[config.mk]
export PLATFORM = sky130hd
export DESIGN_NAME = phase_commutator
export DESIGN_NICKNAME = d
export VERILOG_FILES = /design/src/rtl/phase_commutator.sv
export SDC_FILE = /design/constraint.sdc
export NUM_CORES = 1
export LEC_CHECK = 0
export ABC_AREA = 1
export CORE_MARGIN = 2
export CORE_UTILIZATION = 35
export CTS_CLUSTER_SIZE = 16
export DETAILED_ROUTE_END_ITERATION = 16
export PLACE_DENSITY_LB_ADDON = 0.05
export SYNTH_ARGS = -nofsm -noshare
export SYNTH_HDL_FRONTEND = slang
export SYNTH_SLANG_ARGS = --single-unit
[constraint.sdc]
create_clock -name clk -period 3 [get_ports clk]
set_input_delay 0.3 -clock clk [delete_from_list [all_inputs] [get_ports clk]]
set_output_delay 0.3 -clock clk [all_outputs]
set_load 0.005 [all_outputs]
[src/rtl/phase_commutator.sv]
// Six-step BLDC commutation and PWM sequencer: synchronised halls, duty and brake/enable
// in, registered per-phase high/low requests out (deadtime is added downstream).
module phase_commutator #(
  parameter int PWM_W     = 11,
  parameter int FAULT_CNT = 16
) (
  input  logic             clk,
  input  logic             rst_n,
  input  logic             en,
  input  logic             brake_n,
  input  logic             clr_fault,
  input  logic [PWM_W-1:0] duty,
  input  logic             hallGrn,
  input  logic             hallYlw,
  input  logic             hallBlu,
  output logic             highGrn,
  output logic             lowGrn,
  output logic             highYlw,
  output logic             lowYlw,
  output logic             highBlu,
  output logic             lowBlu,
  output logic             PWM_sync,
  output logic             fault
);

  typedef enum logic [1:0] {ST_IDLE = 2'd0, ST_RUN = 2'd1, ST_BRAKE = 2'd2, ST_FAULT = 2'd3} state_t;

  localparam logic [1:0] M_FLT = 2'd0;
  localparam logic [1:0] M_PWM = 2'd1;
  localparam logic [1:0] M_LOW = 2'd2;
  localparam logic [7:0] ILL_LIM = 8'(FAULT_CNT);

  // {high, low} request pair for one phase in the given mode
  function automatic logic [1:0] phase_req(input logic [1:0] mode, input logic pwm);
    case (mode)
      M_PWM:   phase_req = {pwm, ~pwm};
      M_LOW:   phase_req = 2'b01;
      default: phase_req = 2'b00;
    endcase
  endfunction

  state_t           state_q, state_d;
  logic [PWM_W-1:0] cnt_q, cnt_d;
  logic [PWM_W-1:0] duty_lat_q, duty_lat_d;
  logic [2:0]       sync1_q, sync2_q;
  logic [7:0]       ill_cnt_q, ill_cnt_d, ill_inc_s;
  logic [5:0]       drv_q, drv_d;
  logic             pwm_sync_q, pwm_sync_d;
  logic             fault_q, fault_d;
  logic             pwm_s, illegal_s, ill_hit_s;
  logic [5:0]       modes_s;

  // Next-state, commutation lookup and output decode
  always_comb begin
    cnt_d      = cnt_q + PWM_W'(1);
    duty_lat_d = (&cnt_q) ? duty : duty_lat_q;
    pwm_s      = (cnt_q < duty_lat_q);
    illegal_s  = (sync2_q == 3'b000) || (sync2_q == 3'b111);
    ill_inc_s  = 8'd0;
    if (illegal_s) begin
      ill_inc_s = (ill_cnt_q == 8'hFF) ? ill_cnt_q : ill_cnt_q + 8'd1;
    end else begin
      ill_inc_s = 8'd0;
    end
    ill_hit_s = (ill_inc_s >= ILL_LIM);

    state_d = state_q;
    case (state_q)
      ST_IDLE: begin
        if (en) state_d = brake_n ? ST_RUN : ST_BRAKE;
        else    state_d = ST_IDLE;
      end
      ST_RUN: begin
        if (!en)            state_d = ST_IDLE;
        else if (ill_hit_s) state_d = ST_FAULT;
        else if (!brake_n)  state_d = ST_BRAKE;
        else                state_d = ST_RUN;
      end
      ST_BRAKE: begin
        if (!en)          state_d = ST_IDLE;
        else if (brake_n) state_d = ST_RUN;
        else              state_d = ST_BRAKE;
      end
      ST_FAULT: begin
        if (clr_fault && !en) state_d = ST_IDLE;
        else                  state_d = ST_FAULT;
      end
      default: state_d = ST_IDLE;
    endcase

    // Only clocks spent inside RUN count towards the illegal-hall limit
    if (state_q == ST_RUN && state_d == ST_RUN) ill_cnt_d = ill_inc_s;
    else                                        ill_cnt_d = 8'd0;

    case (sync2_q)
      3'b101:  modes_s = {M_PWM, M_LOW, M_FLT};
      3'b100:  modes_s = {M_PWM, M_FLT, M_LOW};
      3'b110:  modes_s = {M_FLT, M_PWM, M_LOW};
      3'b010:  modes_s = {M_LOW, M_PWM, M_FLT};
      3'b011:  modes_s = {M_LOW, M_FLT, M_PWM};
      3'b001:  modes_s = {M_FLT, M_LOW, M_PWM};
      default: modes_s = {M_FLT, M_FLT, M_FLT};
    endcase

    case (state_d)
      ST_RUN:   drv_d = {phase_req(modes_s[5:4], pwm_s), phase_req(modes_s[3:2], pwm_s),
                         phase_req(modes_s[1:0], pwm_s)};
      ST_BRAKE: drv_d = {1'b0, pwm_s, 1'b0, pwm_s, 1'b0, pwm_s};
      default:  drv_d = 6'b000000;
    endcase

    pwm_sync_d = &cnt_d;
    fault_d    = (state_d == ST_FAULT);
  end

  // State, counters, hall synchroniser and output registers
  always_ff @(posedge clk or negedge rst_n) begin
    if (!rst_n) begin
      state_q    <= ST_IDLE;
      cnt_q      <= '0;
      duty_lat_q <= '0;
      sync1_q    <= 3'b000;
      sync2_q    <= 3'b000;
      ill_cnt_q  <= 8'd0;
      drv_q      <= 6'b000000;
      pwm_sync_q <= 1'b0;
      fault_q    <= 1'b0;
    end else begin
      state_q    <= state_d;
      cnt_q      <= cnt_d;
      duty_lat_q <= duty_lat_d;
      sync1_q    <= {hallGrn, hallYlw, hallBlu};
      sync2_q    <= sync1_q;
      ill_cnt_q  <= ill_cnt_d;
      drv_q      <= drv_d;
      pwm_sync_q <= pwm_sync_d;
      fault_q    <= fault_d;
    end
  end

  assign highGrn  = drv_q[5];
  assign lowGrn   = drv_q[4];
  assign highYlw  = drv_q[3];
  assign lowYlw   = drv_q[2];
  assign highBlu  = drv_q[1];
  assign lowBlu   = drv_q[0];
  assign PWM_sync = pwm_sync_q;
  assign fault    = fault_q;

endmodule

==> results_dict.tcl <==
set metrics [dict create \
    status "finished, final reports clean" \
    antenna_found_initial 0 \
    vias_per_cell 4.27 \
    synth-async-reset-ratio_pct 100 \
    die_area_sq_um 8180 \
    internal_power_w 0.00103 \
    p_clk_share_pct 26.7 \
    fmax_mhz 392 \
    yosys.cell_count.top_type "inv_1" \
    nets 382 \
    first_pass_iters 4 \
    critPathTopFamily "simple AND/OR/NAND/NOR gates" \
    io_pins 27 \
    synth.largest_area_cell "dfrtp_1" \
    grt_max_degree 47 \
    rows 31 \
    ir_drop_uv 151 \
    antenna_cells 0 \
    insertion_delay_ns 0.30 \
    htreeDepth 2 \
    dieHeight_microns 90.4 \
    min-delay-path-class "in2async" \
    drive_gt1_share_pct 10.9 \
    critPathMostFrequentCell "inv_1" \
    dr_wl_met3_microns 174 \
    cts_buffers 5 \
    syn_nets 351 \
    cts_resized 0 \
    wl_microns 4700 \
    p_leak_nw 1.55 \
    seqPwrFrac_pct 47.8 \
    yosysWarnings 0 \
    hold_viol 0 \
    post_cts_buffers 0 \
    maxCapViolCount 0 \
    rsz0062_at_grt "no" \
    highest_layer "met4" \
    synthTopCellsByCount "63 x inv_1, 58 x nand2_1, 46 x dfrtp_1" \
    synth_cells 307 \
    drt_iter0_drc 96 \
    dpl.hpwl_microns 3660 \
    gp_congestion 0.790 \
    grt_overflow_total 0 \
    max_stage_delay_ns 0.41 \
    crit_path_end_kind "register" \
    finalSetupTns_ns 0 \
    synth_edf_count 0 \
    cts_tree "yes" \
    grt_use_total_pct 12.7 \
    setup_violations 0 \
    clock_sinks 46 \
    critPathRequiredTime_ns 3.21 \
    hold_ws_ns 0.182 \
    ys.flop_type "dfrtp_1" \
    m1WireLength_microns 2420 \
    slowest_stage "dfrtp_1" \
    worst_slew_pin_slew_ns 1.05 \
    core_area_sq_um 7250 \
    synth-seq-cells 46 \
    wl_per_cell_microns 10.7 \
    swShare_pct 29.6 \
    dr_total_vias 1869 \
    avgSynthCellArea_sq_um 8.52 \
    postCtsHoldBufs 0 \
    antenna_left 0 \
    path_cells "ha_1 -> inv_1 -> nor2_4 -> nand3_4 -> nand3_1 -> o21bai_1 -> nand3_1 -> nand2_1 -> nand2_1 -> inv_1 -> ha_2 -> inv_1 -> nor2_1 -> inv_1 -> nor2_1 -> inv_1 -> nor3_1" \
    combPwrFrac_pct 25.5 \
    final-max-slew-violation-count 0 \
    synthTopCellsByArea "dfrtp_1 44%, ha_1 12%, inv_1 9.0%" \
    max-clock-path-buffers 2 \
    path_clk_slew_ns 0.08 \
    initial_core_util_pct 36.1 \
    final_util_pct 42.4 \
    path_buf_inv 5 \
    power.density_nw_per_um2 476 \
    route.met2.wl_microns 2040 \
    route.detailed.drc 0 \
    syn_area_sq_um 2620 \
    synth.distinct_cells 29 \
    max_slew_margin_pct 30.2 \
    finalClockSkew_ns 0.00889 \
    grt_pass1_wl_microns 8450 \
    period_share_pct 85.1 \
    min_period_ns 2.55 \
    io_buffers 26 \
    first_global_vias 1850 \
    nFillCells 750 \
    worstSetupPathType "reg2reg" \
    p_switching_w 0.000433 \
    chipWidth_microns 90.4 \
    root_buffer "clkbuf_8" \
    syn2layout_area_growth_pct 17.6 \
    ys_seq_area_share_pct 44.0 \
    cp-start-kind "register" \
    netlist.area_leader.share_pct 44.0 \
    cp_max_fo 7 \
    arrival_ns 2.77 \
]
[power groups by stage]
stage | combinational, W | clock (W) | sequential, W
after CTS | 0.000371 | 0.000417 | 0.000701
after floorplan | 0.000211 | 0 | 0.000714
after global placement | 0.000373 | 0 | 0.000711
after detailed placement | 0.000368 | 0 | 0.000713
final | 0.000374 | 0.000390 | 0.000699
after global routing | 0.000438 | 0.000436 | 0.000707
[worst paths after layout]
kind                                        endpoint  slack, ns  cells past startpoint                    from
min reg2reg                     sync2_q[2]$_DFF_PN0_       0.35                      0    sync1_q[2]$_DFF_PN0_
min                        duty_lat_q[9]$_DFFE_PN0P_       0.18                      1                   rst_n
min in group clk                sync2_q[2]$_DFF_PN0_       0.35                      0    sync1_q[2]$_DFF_PN0_
max                           ill_cnt_q[2]$_DFF_PN0_       0.45                     17  ill_cnt_q[0]$_DFF_PN0_
max in group asynchronous       state_q[0]$_DFF_PN0_       2.16                      1                   rst_n
max reg2reg                   ill_cnt_q[2]$_DFF_PN0_       0.45                     17  ill_cnt_q[0]$_DFF_PN0_
[routing by layer]
layer	vias to the layer above	global-route usage, %
li1	1006	-
met1	834	17.4
met2	24	20.2
met3	5	2.92
met4	0	3.85
met5	-	0
[registers in the layout, indices dropped and copies added (netlist names)]
| name | count |
|---|---|
| duty_lat_q | 11 |
| fault | 1 |
| cnt_q | 11 |
| PWM_sync | 1 |
| state_q | 2 |
| ill_cnt_q | 8 |
| sync2_q | 3 |
| drv_q | 6 |
| sync1_q | 3 |
[layout by cell type (no fill, tap or decap), drive strengths merged]
cell type / n
nor3: 6
o21ai: 4
a21oi: 21
ha: 25
o21bai: 1
inv: 65
and3: 1
nand3b: 1
clkinv: 1
nor2: 38
nor4: 1
xor2: 8
nand4: 5
xnor2: 2
clkbuf: 7
buf: 2
or2: 1
o31ai: 1
a211oi: 3
nand3: 16
clkdlybuf4s50: 25
dfrtp: 46
o21a: 1
nand2: 58
[worst register-to-register path: cells and delay by family (launching register included)]
family	cells	cell delay (ns)
simple gates	9	0.98
fa+ha+maj	2	0.45
flops	1	0.41
compound gates	1	0.18
buf+inv	5	0.45
[cells by family (layout without fill, tap and decap cells)]
kind of cell | after synthesis | in the layout | share of synthesized area, %
simple gates | 127 | 127 | 21.6
buf+inv | 68 | 100 | 11.0
flops | 46 | 46 | 44.0
compound gates | 31 | 31 | 8.09
fa+ha+maj | 25 | 25 | 12.0
xor+xnor | 10 | 10 | 3.35
[per-stage QoR]
step                power, W  instances  setup slack [ns]  area [sq um]
finish               0.00146        438             0.446          3080
floorplan           0.000925        307             0.662          2620
global placement     0.00108        430             0.302          2960
detailed placement   0.00108        430             0.194          2960
global route         0.00158        438            0.0205          3080
CTS                  0.00149        438             0.156          3050
[cell type report]
| class | instances | area [sq um] | area share [%] |
|---|---|---|---|
| clock buffers | 7 | 86.3 | 2.81 |
| clock inverters | 1 | 5.00 | 0.163 |
| inverters | 65 | 244 | 7.93 |
| multi-input cells | 193 | 1200 | 39.1 |
| flip-flops and latches | 46 | 1150 | 37.4 |
| well taps | 99 | 124 | 4.03 |
| repair buffers | 27 | 263 | 8.54 |
No activity file was read; power rests on OpenSTA's default activity.
